File: config.mk
export PLATFORM = sky130hd
export DESIGN_NAME = custom_axi_ip_regs_flat
export DESIGN_NICKNAME = d
export VERILOG_FILES = /design/src/rtl/custom_axi_ip_regs_if.sv /design/src/rtl/custom_axi_ip_regs.sv /design/src/flat_wrapper.sv
export SDC_FILE = /design/constraint.sdc
export NUM_CORES = 1
export LEC_CHECK = 0
export BUFFER_PORTS_ARGS = -buffer_cell sky130_fd_sc_hd__buf_2
export CORE_MARGIN = 4
export CORE_UTILIZATION = 40
export CTS_CLUSTER_SIZE = 12
export DETAILED_ROUTE_END_ITERATION = 7
export SYNTH_ARGS = -nofsm -noshare
export SYNTH_HDL_FRONTEND = slang
export SYNTH_SLANG_ARGS = --single-unit
File: constraint.sdc
create_clock -name clk_i -period 2.6 [get_ports clk_i]
set_clock_uncertainty 0.2 [all_clocks]
set_input_delay 0.39 -clock clk_i [delete_from_list [all_inputs] [get_ports clk_i]]
set_output_delay 0.39 -clock clk_i [all_outputs]
set_load 0.05 [all_outputs]
File: src/rtl/custom_axi_ip_regs_if.sv
// custom_axi_ip_regs_if: AXI4-Lite bus between the SoC interconnect (master) and the register file (slave).
interface custom_axi_ip_regs_if #(
    parameter int ADDR_WIDTH = 4,
    parameter int DATA_WIDTH = 32
);
    logic [ADDR_WIDTH-1:0]   s_axi_awaddr;
    logic                    s_axi_awvalid;
    logic                    s_axi_awready;
    logic [DATA_WIDTH-1:0]   s_axi_wdata;
    logic [DATA_WIDTH/8-1:0] s_axi_wstrb;
    logic                    s_axi_wvalid;
    logic                    s_axi_wready;
    logic [1:0]              s_axi_bresp;
    logic                    s_axi_bvalid;
    logic                    s_axi_bready;
    logic [ADDR_WIDTH-1:0]   s_axi_araddr;
    logic                    s_axi_arvalid;
    logic                    s_axi_arready;
    logic [DATA_WIDTH-1:0]   s_axi_rdata;
    logic [1:0]              s_axi_rresp;
    logic                    s_axi_rvalid;
    logic                    s_axi_rready;

    modport master (
        output s_axi_awaddr, s_axi_awvalid, s_axi_wdata, s_axi_wstrb, s_axi_wvalid,
               s_axi_bready, s_axi_araddr, s_axi_arvalid, s_axi_rready,
        input  s_axi_awready, s_axi_wready, s_axi_bresp, s_axi_bvalid,
               s_axi_arready, s_axi_rdata, s_axi_rresp, s_axi_rvalid
    );

    modport slave (
        input  s_axi_awaddr, s_axi_awvalid, s_axi_wdata, s_axi_wstrb, s_axi_wvalid,
               s_axi_bready, s_axi_araddr, s_axi_arvalid, s_axi_rready,
        output s_axi_awready, s_axi_wready, s_axi_bresp, s_axi_bvalid,
               s_axi_arready, s_axi_rdata, s_axi_rresp, s_axi_rvalid
    );
endinterface

File: src/rtl/custom_axi_ip_regs.sv
// custom_axi_ip_regs: AXI4-Lite register file feeding the custom IP core (DATA_IN, START)
// and capturing its result/status (DATA_OUT, STATUS with sticky DONE and START_ERR).
module custom_axi_ip_regs #(
    parameter int DATA_WIDTH = 32,
    parameter int ADDR_WIDTH = 4
) (
    input  logic                 clk_i,
    input  logic                 rst_ni,
    custom_axi_ip_regs_if.slave  axi,
    output logic [31:0]          reg_data_o,
    output logic                 reg_start_o,
    input  logic [31:0]          hw_data_i,
    input  logic [1:0]           hw_status_i
);
    localparam logic [1:0] OKAY = 2'b00, SLVERR = 2'b10;
    localparam logic [1:0] ST_IDLE = 2'd0, ST_DONE = 2'd2;

    if (DATA_WIDTH != 32 || ADDR_WIDTH < 4) begin : g_param_check
        $error("custom_axi_ip_regs: DATA_WIDTH must be 32 and ADDR_WIDTH at least 4");
    end

    logic        init_q;
    logic        aw_full_q, aw_full_d, aw_oor_q, aw_oor_d;
    logic [1:0]  aw_idx_q, aw_idx_d;
    logic        w_full_q, w_full_d;
    logic [31:0] w_data_q, w_data_d;
    logic [3:0]  w_strb_q, w_strb_d;
    logic        bvalid_q, bvalid_d, rvalid_q, rvalid_d;
    logic [1:0]  bresp_q, bresp_d, rresp_q, rresp_d;
    logic [31:0] rdata_q, rdata_d, data_in_q, data_in_d, data_out_q, data_out_d;
    logic        done_q, done_d, err_q, err_d, start_q, start_d;
    logic [1:0]  status_prev_q;
    logic        wr_fire, done_edge, ar_oor, unused_addr_bits;
    logic [1:0]  ar_idx;
    logic [31:0] rd_word;

    // Readies stay low until the first clock after reset release.
    assign axi.s_axi_awready = init_q & ~aw_full_q;
    assign axi.s_axi_wready  = init_q & ~w_full_q;
    assign axi.s_axi_arready = init_q & ~rvalid_q;
    assign axi.s_axi_bvalid  = bvalid_q;
    assign axi.s_axi_bresp   = bresp_q;
    assign axi.s_axi_rvalid  = rvalid_q;
    assign axi.s_axi_rresp   = rresp_q;
    assign axi.s_axi_rdata   = rdata_q;
    assign reg_data_o        = data_in_q;
    assign reg_start_o       = start_q;

    assign wr_fire          = aw_full_q & w_full_q & ~bvalid_q;
    assign done_edge        = hw_status_i == ST_DONE && status_prev_q != ST_DONE;
    assign ar_idx           = axi.s_axi_araddr[3:2];
    assign ar_oor           = (axi.s_axi_araddr >> 4) != '0;
    assign unused_addr_bits = ^{axi.s_axi_araddr[1:0], axi.s_axi_awaddr[1:0]};
    assign rd_word          = ar_idx == 2'd1 ? data_in_q :
                              ar_idx == 2'd2 ? data_out_q :
                              ar_idx == 2'd3 ? {22'd0, err_q, done_q, 6'd0, hw_status_i} : 32'd0;

    always_comb begin
        aw_full_d  = aw_full_q;
        aw_idx_d   = aw_idx_q;
        aw_oor_d   = aw_oor_q;
        w_full_d   = w_full_q;
        w_data_d   = w_data_q;
        w_strb_d   = w_strb_q;
        bvalid_d   = bvalid_q & ~axi.s_axi_bready;
        bresp_d    = bresp_q;
        rvalid_d   = rvalid_q & ~axi.s_axi_rready;
        rdata_d    = rdata_q;
        rresp_d    = rresp_q;
        data_in_d  = data_in_q;
        data_out_d = data_out_q;
        done_d     = done_q;
        err_d      = err_q;
        start_d    = 1'b0;
        if (axi.s_axi_awvalid && axi.s_axi_awready) begin
            aw_full_d = 1'b1;
            aw_idx_d  = axi.s_axi_awaddr[3:2];
            aw_oor_d  = (axi.s_axi_awaddr >> 4) != '0;
        end
        if (axi.s_axi_wvalid && axi.s_axi_wready) begin
            w_full_d = 1'b1;
            w_data_d = axi.s_axi_wdata;
            w_strb_d = axi.s_axi_wstrb;
        end
        if (wr_fire) begin
            aw_full_d = 1'b0;
            w_full_d  = 1'b0;
            bvalid_d  = 1'b1;
            bresp_d   = aw_oor_q ? SLVERR : OKAY;
            if (!aw_oor_q && aw_idx_q == 2'd0 && w_strb_q[0] && w_data_q[0]) begin
                start_d = hw_status_i == ST_IDLE;
                err_d   = err_q | (hw_status_i != ST_IDLE);
            end
            if (!aw_oor_q && aw_idx_q == 2'd1)
                for (int i = 0; i < 4; i++)
                    if (w_strb_q[i]) data_in_d[8*i +: 8] = w_data_q[8*i +: 8];
            if (!aw_oor_q && aw_idx_q == 2'd3 && w_strb_q[1]) begin
                done_d = done_q & ~w_data_q[8];
                err_d  = err_q & ~w_data_q[9];
            end
        end
        // A DONE edge overrides a same-cycle W1C so no completion is lost.
        if (done_edge) begin
            data_out_d = hw_data_i;
            done_d     = 1'b1;
        end
        if (axi.s_axi_arvalid && axi.s_axi_arready) begin
            rvalid_d = 1'b1;
            rresp_d  = ar_oor ? SLVERR : OKAY;
            rdata_d  = ar_oor ? 32'd0 : rd_word;
        end
    end

    always_ff @(posedge clk_i or negedge rst_ni) begin
        if (!rst_ni) begin
            init_q        <= 1'b0;
            aw_full_q     <= 1'b0;
            aw_idx_q      <= 2'd0;
            aw_oor_q      <= 1'b0;
            w_full_q      <= 1'b0;
            w_data_q      <= 32'd0;
            w_strb_q      <= 4'd0;
            bvalid_q      <= 1'b0;
            bresp_q       <= OKAY;
            rvalid_q      <= 1'b0;
            rdata_q       <= 32'd0;
            rresp_q       <= OKAY;
            data_in_q     <= 32'd0;
            data_out_q    <= 32'd0;
            done_q        <= 1'b0;
            err_q         <= 1'b0;
            start_q       <= 1'b0;
            status_prev_q <= ST_IDLE;
        end else begin
            init_q        <= 1'b1;
            aw_full_q     <= aw_full_d;
            aw_idx_q      <= aw_idx_d;
            aw_oor_q      <= aw_oor_d;
            w_full_q      <= w_full_d;
            w_data_q      <= w_data_d;
            w_strb_q      <= w_strb_d;
            bvalid_q      <= bvalid_d;
            bresp_q       <= bresp_d;
            rvalid_q      <= rvalid_d;
            rdata_q       <= rdata_d;
            rresp_q       <= rresp_d;
            data_in_q     <= data_in_d;
            data_out_q    <= data_out_d;
            done_q        <= done_d;
            err_q         <= err_d;
            start_q       <= start_d;
            status_prev_q <= hw_status_i;
        end
    end
endmodule

File: src/flat_wrapper.sv
// flat-port wrapper written by rule: the top's interface ports become plain ports
module custom_axi_ip_regs_flat 
#(
    parameter int DATA_WIDTH = 32,
    parameter int ADDR_WIDTH = 4
)
  (clk_i, rst_ni, reg_data_o, reg_start_o, hw_data_i, hw_status_i, axi_s_axi_awaddr, axi_s_axi_awvalid, axi_s_axi_wdata, axi_s_axi_wstrb, axi_s_axi_wvalid, axi_s_axi_bready, axi_s_axi_araddr, axi_s_axi_arvalid, axi_s_axi_rready, axi_s_axi_awready, axi_s_axi_wready, axi_s_axi_bresp, axi_s_axi_bvalid, axi_s_axi_arready, axi_s_axi_rdata, axi_s_axi_rresp, axi_s_axi_rvalid);
  custom_axi_ip_regs_if #(.ADDR_WIDTH(ADDR_WIDTH), .DATA_WIDTH(DATA_WIDTH)) axi_i ();
  input  logic clk_i;
  input  logic rst_ni;
  output logic [31:0] reg_data_o;
  output logic reg_start_o;
  input  logic [31:0] hw_data_i;
  input  logic [1:0] hw_status_i;
  input wire logic [$bits(axi_i.s_axi_awaddr)-1:0] axi_s_axi_awaddr;
  input wire logic [$bits(axi_i.s_axi_awvalid)-1:0] axi_s_axi_awvalid;
  input wire logic [$bits(axi_i.s_axi_wdata)-1:0] axi_s_axi_wdata;
  input wire logic [$bits(axi_i.s_axi_wstrb)-1:0] axi_s_axi_wstrb;
  input wire logic [$bits(axi_i.s_axi_wvalid)-1:0] axi_s_axi_wvalid;
  input wire logic [$bits(axi_i.s_axi_bready)-1:0] axi_s_axi_bready;
  input wire logic [$bits(axi_i.s_axi_araddr)-1:0] axi_s_axi_araddr;
  input wire logic [$bits(axi_i.s_axi_arvalid)-1:0] axi_s_axi_arvalid;
  input wire logic [$bits(axi_i.s_axi_rready)-1:0] axi_s_axi_rready;
  output wire logic [$bits(axi_i.s_axi_awready)-1:0] axi_s_axi_awready;
  output wire logic [$bits(axi_i.s_axi_wready)-1:0] axi_s_axi_wready;
  output wire logic [$bits(axi_i.s_axi_bresp)-1:0] axi_s_axi_bresp;
  output wire logic [$bits(axi_i.s_axi_bvalid)-1:0] axi_s_axi_bvalid;
  output wire logic [$bits(axi_i.s_axi_arready)-1:0] axi_s_axi_arready;
  output wire logic [$bits(axi_i.s_axi_rdata)-1:0] axi_s_axi_rdata;
  output wire logic [$bits(axi_i.s_axi_rresp)-1:0] axi_s_axi_rresp;
  output wire logic [$bits(axi_i.s_axi_rvalid)-1:0] axi_s_axi_rvalid;
  assign axi_i.s_axi_awaddr = axi_s_axi_awaddr;
  assign axi_i.s_axi_awvalid = axi_s_axi_awvalid;
  assign axi_i.s_axi_wdata = axi_s_axi_wdata;
  assign axi_i.s_axi_wstrb = axi_s_axi_wstrb;
  assign axi_i.s_axi_wvalid = axi_s_axi_wvalid;
  assign axi_i.s_axi_bready = axi_s_axi_bready;
  assign axi_i.s_axi_araddr = axi_s_axi_araddr;
  assign axi_i.s_axi_arvalid = axi_s_axi_arvalid;
  assign axi_i.s_axi_rready = axi_s_axi_rready;
  assign axi_s_axi_awready = axi_i.s_axi_awready;
  assign axi_s_axi_wready = axi_i.s_axi_wready;
  assign axi_s_axi_bresp = axi_i.s_axi_bresp;
  assign axi_s_axi_bvalid = axi_i.s_axi_bvalid;
  assign axi_s_axi_arready = axi_i.s_axi_arready;
  assign axi_s_axi_rdata = axi_i.s_axi_rdata;
  assign axi_s_axi_rresp = axi_i.s_axi_rresp;
  assign axi_s_axi_rvalid = axi_i.s_axi_rvalid;
  custom_axi_ip_regs #(.DATA_WIDTH(DATA_WIDTH), .ADDR_WIDTH(ADDR_WIDTH)) u_core (.clk_i(clk_i), .rst_ni(rst_ni), .axi(axi_i), .reg_data_o(reg_data_o), .reg_start_o(reg_start_o), .hw_data_i(hw_data_i), .hw_status_i(hw_status_i));
endmodule
# [Yosys cells after proc, flatten, opt, wreduce, memory -nomap -nowiden]
# Cells that the tools add are included.
[word_totals] reg_bits=144 output_inout_bits=74 inputBits=85 elab_cells=80
[classes] n_reduce_logical=21 muxes=16 n_eq_ne=7 n_bitwise=18
[ops] cell="32-bit 2-to-1 mux" count=2
[ops] cell="1-bit 2-to-1 mux" count=13
[ops] cell="3-bit AND reduction" count=4
[ops] cell="2-bit nonzero test" count=6
[ops] cell="10-bit 2-to-1 mux" count=1
[ops] cell="1-bit AND" count=9
[ops] cell="2-bit == test (second input constant)" count=4
[ops] cell="1-bit inverter" count=8
[ops] cell="1-bit logical AND" count=7
[ops] cell="2-bit by 1-bit == test with 1-bit output (second input constant)" count=2
[ops] cell="2-bit logical NOT" count=2
[ops] cell="2-bit AND reduction" count=2
[ops] cell="2-bit != test (second input constant)" count=1
[ops] cell="1-bit bitwise OR" count=1

# [Depth between registers and ports, before layout]
[depth] ltp_word=5 mapped_depth=5

# [Least setup slack after synthesis]
# OpenSTA, ideal clock, no wires.
[synth_timing] path_type="register to output" start="register u_core.rvalid_q, in the netlist u_core.axi.s_axi_rvalid" end="output axi_s_axi_arready" arrival_time_ns=1.336 setup_slack_ns=0.674 required_time_ns=2.010 stages_incl_launch_ff=2 cell_sequence="dfrtp_1 > nor2b_1"
[synth_via] elab_chain_cells=2
[synth_lines] item="start, declared" line="custom_axi_ip_regs.sv:28" source="logic bvalid_q, bvalid_d, rvalid_q, rvalid_d;"
[synth_lines] item="start signal, assigned" line="custom_axi_ip_regs.sv:144" source="rvalid_q <= rvalid_d;"
[synth_lines] item="1-bit inverter" line="custom_axi_ip_regs.sv:40" source="assign axi.s_axi_arready = init_q & ~rvalid_q;"
[synth_lines] item="1-bit AND" line="custom_axi_ip_regs.sv:40"
[synth_lines] item="end, declared" line="flat_wrapper.sv:28" source="output wire logic [$bits(axi_i.s_axi_arready)-1:0] axi_s_axi_arready;"
# No other way between the ends.

# [Worst setup path after layout]
[layout_timing] start="input hw_status_i[0]" end="register u_core.data_out_q[16]"
[layout_via] elab_chain_cells=2
[layout_lines] item="start, declared" line="flat_wrapper.sv:14" source="input logic [1:0] hw_status_i;"
[layout_lines] item="2-bit == test" line="custom_axi_ip_regs.sv:50" source="assign done_edge = hw_status_i == ST_DONE && status_prev_q != ST_DONE;"
[layout_lines] item="1-bit logical AND" line="custom_axi_ip_regs.sv:50"
[layout_lines] item="end signal, assigned" line="custom_axi_ip_regs.sv:148" source="data_out_q <= data_out_d;"
[layout_lines] item="end, declared" line="custom_axi_ip_regs.sv:30" source="logic [31:0] rdata_q, rdata_d, data_in_q, data_in_d, data_out_q, data_out_d;"
# No other way between the ends.
# A chain may end at the register's enable or synchronous reset.

==> impl_results.md <==
* Status: completed
* Syn avg cell area at 14.1 um^2
* Clock-pin slew on the worst setup and hold paths at 0.06 ns
* Skew-Pair Late Insertion Delay at 0.42 ns
* Row Count at 43
* Seq/Total Area, Yosys at 62.2%
* Startpoint types: input port
* Final Cycle Share at 74.6%
* FF-to-FF path depth at 3
* Crit path capture type: flip-flop
* EDFF count, synth at 0
* # nets final at 693
* Setup Buffers After CTS at 0
* Most common cell after layout, fill and taps aside: buf_2
* Antenna diodes at 0
* Warnings, synthesis at 0
* Fraction of registers with async set or reset after synthesis at 100%
* Main flop type after synthesis: dfrtp_1
* Fmax at 0.515 GHz
* Antenna violations before repair at 0
* Fin. max-slew vios at 0
* First-pass GRT wire length at 21.6 mm
* Die H at 128 um
* Hold Crit Class: input port to flip-flop
* R2r endpoint: u_core.axi.s_axi_rdata[17]
* Multi-input logic area at 2010 um^2
* CTS tree: done
* Vias in the first global route at 4,347
* Delay-heaviest family, CP: buffers and inverters
* Hold WS at 0.0119 ns
* Max cap viols at 0
* RSZ-0062 raised after global routing: no
* Number of port buffers at 150
* Worst-Margin Slew at 0.675 ns
* H-Tree Depth at 4
* Crit path capture: u_core.data_out_q[16]
* Root buf cell: clkbuf_16
* Worst path slowest cell: dlygate4sd3_1
* Data arrival, critical path at 2.04 ns
* Synth cell types at 29
* Max_slew headroom at 54.9%
* GRT Overall Usage at 16.9%
* First drt pass iteration count at 5
* Core Area at 14,000 um^2
* Placer Congestion at 0.778
* DRC viols at 0
* Longest Clk Path Bufs at 2
* Die area at 16,500 um^2
* Clk sinks at 144
* Required @ worst endpoint at 2.70 ns
* Antenna Nets Post-Route at 0
* Fin Setup TNS at 0 ns
* Final Critical Period at 1.94 ns
* Hpwl dp at 9.37 mm
* Commonest non-fill, non-tap cells in the layout: 149 x buf_2, 144 x dfrtp_1, 104 x mux2_2
* Final wirelength at 13.4 mm
* CTS buffer count at 17
* Register Area at 3600 um^2
* Reg-to-Reg Start: u_core.axi.s_axi_rvalid
* Starting DRT DRC Count at 153
* Crit Path Class: input port to flip-flop
* Static leakage at 3.72 nW
* PD cells at 1110 nW/um^2
* Crit-path cells: dlygate4sd3_1 > buf_2 > nor3b_4 > buf_4 > mux2_2
* Avg WL per Cell at 16.7 um
* Yosys top cell area share at 62.2%
* Largest area contributor in the netlist: dfrtp_1
* Ranking of synthesized cells by area: dfrtp_1 62%, mux2_2 20%, a22oi_1 4.1%, o21ai_0 2.7%, nand2_1 2.3%
* Via count at 3,924
* IO Pins at 159
* Critical path depth at 5
* Final setup vio count at 0
* Largest net degree at the start of global routing at 67
* Vias per inst at 4.90
* Filler cell count at 1,173
* Crit Path Max Fanout at 20
* GRT overflow at 0
* R2R setup slack at 0.70 ns
* Max VDD drop at 0.748 mV
* Die W at 128 um
* Critical path startpoint: hw_status_i[0]
* Yosys reg bits at 144
* Gate count after technology mapping at 410
* Share of layout cells above drive strength 1 at 49.1%
* Final hold viol count at 0
* Slowest stage delay, CP at 0.54 ns
* Area Overhead vs Synth at 34.4%
* Post-Syn Area at 5790 um^2
* Worst path bufs/invs at 3
* Starting density of the core at 41.3%
==> metal layers <==
| metal | GRT usage [%] | wire [um] | up-vias |
|---|---|---|---|
| li1 | - | - | 1850 |
| met1 | 20.0 | 5570 | 1945 |
| met2 | 28.8 | 6600 | 114 |
| met3 | 5.40 | 1010 | 15 |
| met4 | 6.55 | 201 | 0 |
| met5 | 0 | 0 | - |
==> kinds of logic after synthesis <==
group	Yosys count	synth area share, %
DFF	144	62.2
muxes	106	20.6
AOI/OAI and AO/OA	70	7.58
and+or+nand+nor	58	6.02
buffers and inverters	30	3.48
other	2	0.130
==> synthesized netlist by cell type, types with 4 or more instances <==
library cell  number
inv_1              4
a22oi_1           32
clkbuf_1           6
buf_4              8
mux2_2           104
o21ai_1            4
nand2_1           36
buf_6              7
buf_2              5
nor2b_1            4
dfrtp_1          144
o21ai_0           31
nand3_4            4
==> through the flow <==
step                      instance area (um^2)  setup slack [ns]  util, %  instances  power [W]
after floorplan                           5810             0.674        -        413    0.00531
after global placement                    6710             0.743     47.8        728    0.00593
after detailed placement                  6710             0.722     47.8        728    0.00601
after CTS                                 7790             0.645     55.5        801    0.00877
after global routing                      7790             0.506     55.5        801    0.00910
final                                     7790             0.659     55.5        801    0.00867
==> report_power, final <==
part | total, W | switching [W] | internal, W | leakage [nW]
clock | 0.00268 | 0.000882 | 0.00180 | 0.322
sequential | 0.00343 | 0.000478 | 0.00295 | 1.78
combinational | 0.00257 | 0.00166 | 0.000902 | 1.61
total | 0.00867 | 0.00302 | 0.00565 | 3.72
==> repair_timing <==
item | in CTS | in global routing
hold buffers | 41 | 0
resized for setup | 0 | 0
endpoints found under the hold margin | 73 | 0
==> final cells by class <==
class / instances / share of cell area, %
Clock buffer: 22 / 6.22
Clock inverter: 10 / 2.31
Timing Repair Buffer: 202 / 16.4
Tap cell: 180 / 2.89
Sequential cell: 144 / 46.3
Multi-Input combinational cell: 239 / 25.8
Inverter: 4 / 0.193
==> sequential cells by signal, indices dropped and copies added (netlist names), 2 cells and up <==
signal / cells
u_core.axi.s_axi_rdata: 32
u_core.data_out_q: 32
u_core.reg_data_o: 32
u_core.w_data_q: 32
u_core.w_strb_q: 4
u_core.aw_idx_q: 2
u_core.status_prev_q: 2
==> worst min path at each step <==
stage / start / end / slack (ns) / cells after the start
3_5_place_dp: rst_ni / u_core.reg_data_o[26] / 0.10 / 1
5_1_grt: hw_data_i[16] / u_core.data_out_q[16] / 0.002 / 2
6_report: axi_s_axi_wdata[2] / u_core.w_data_q[2] / 0.01 / 2
2_1_floorplan: rst_ni / u_core.aw_full_q / -0.11 / 0
4_1_cts: axi_s_axi_wdata[2] / u_core.w_data_q[2] / 0.0001 / 2
3_3_place_gp: rst_ni / u_core.axi.s_axi_rdata[26] / 0.1 / 1
No activity file was read; power rests on OpenSTA's default activity.
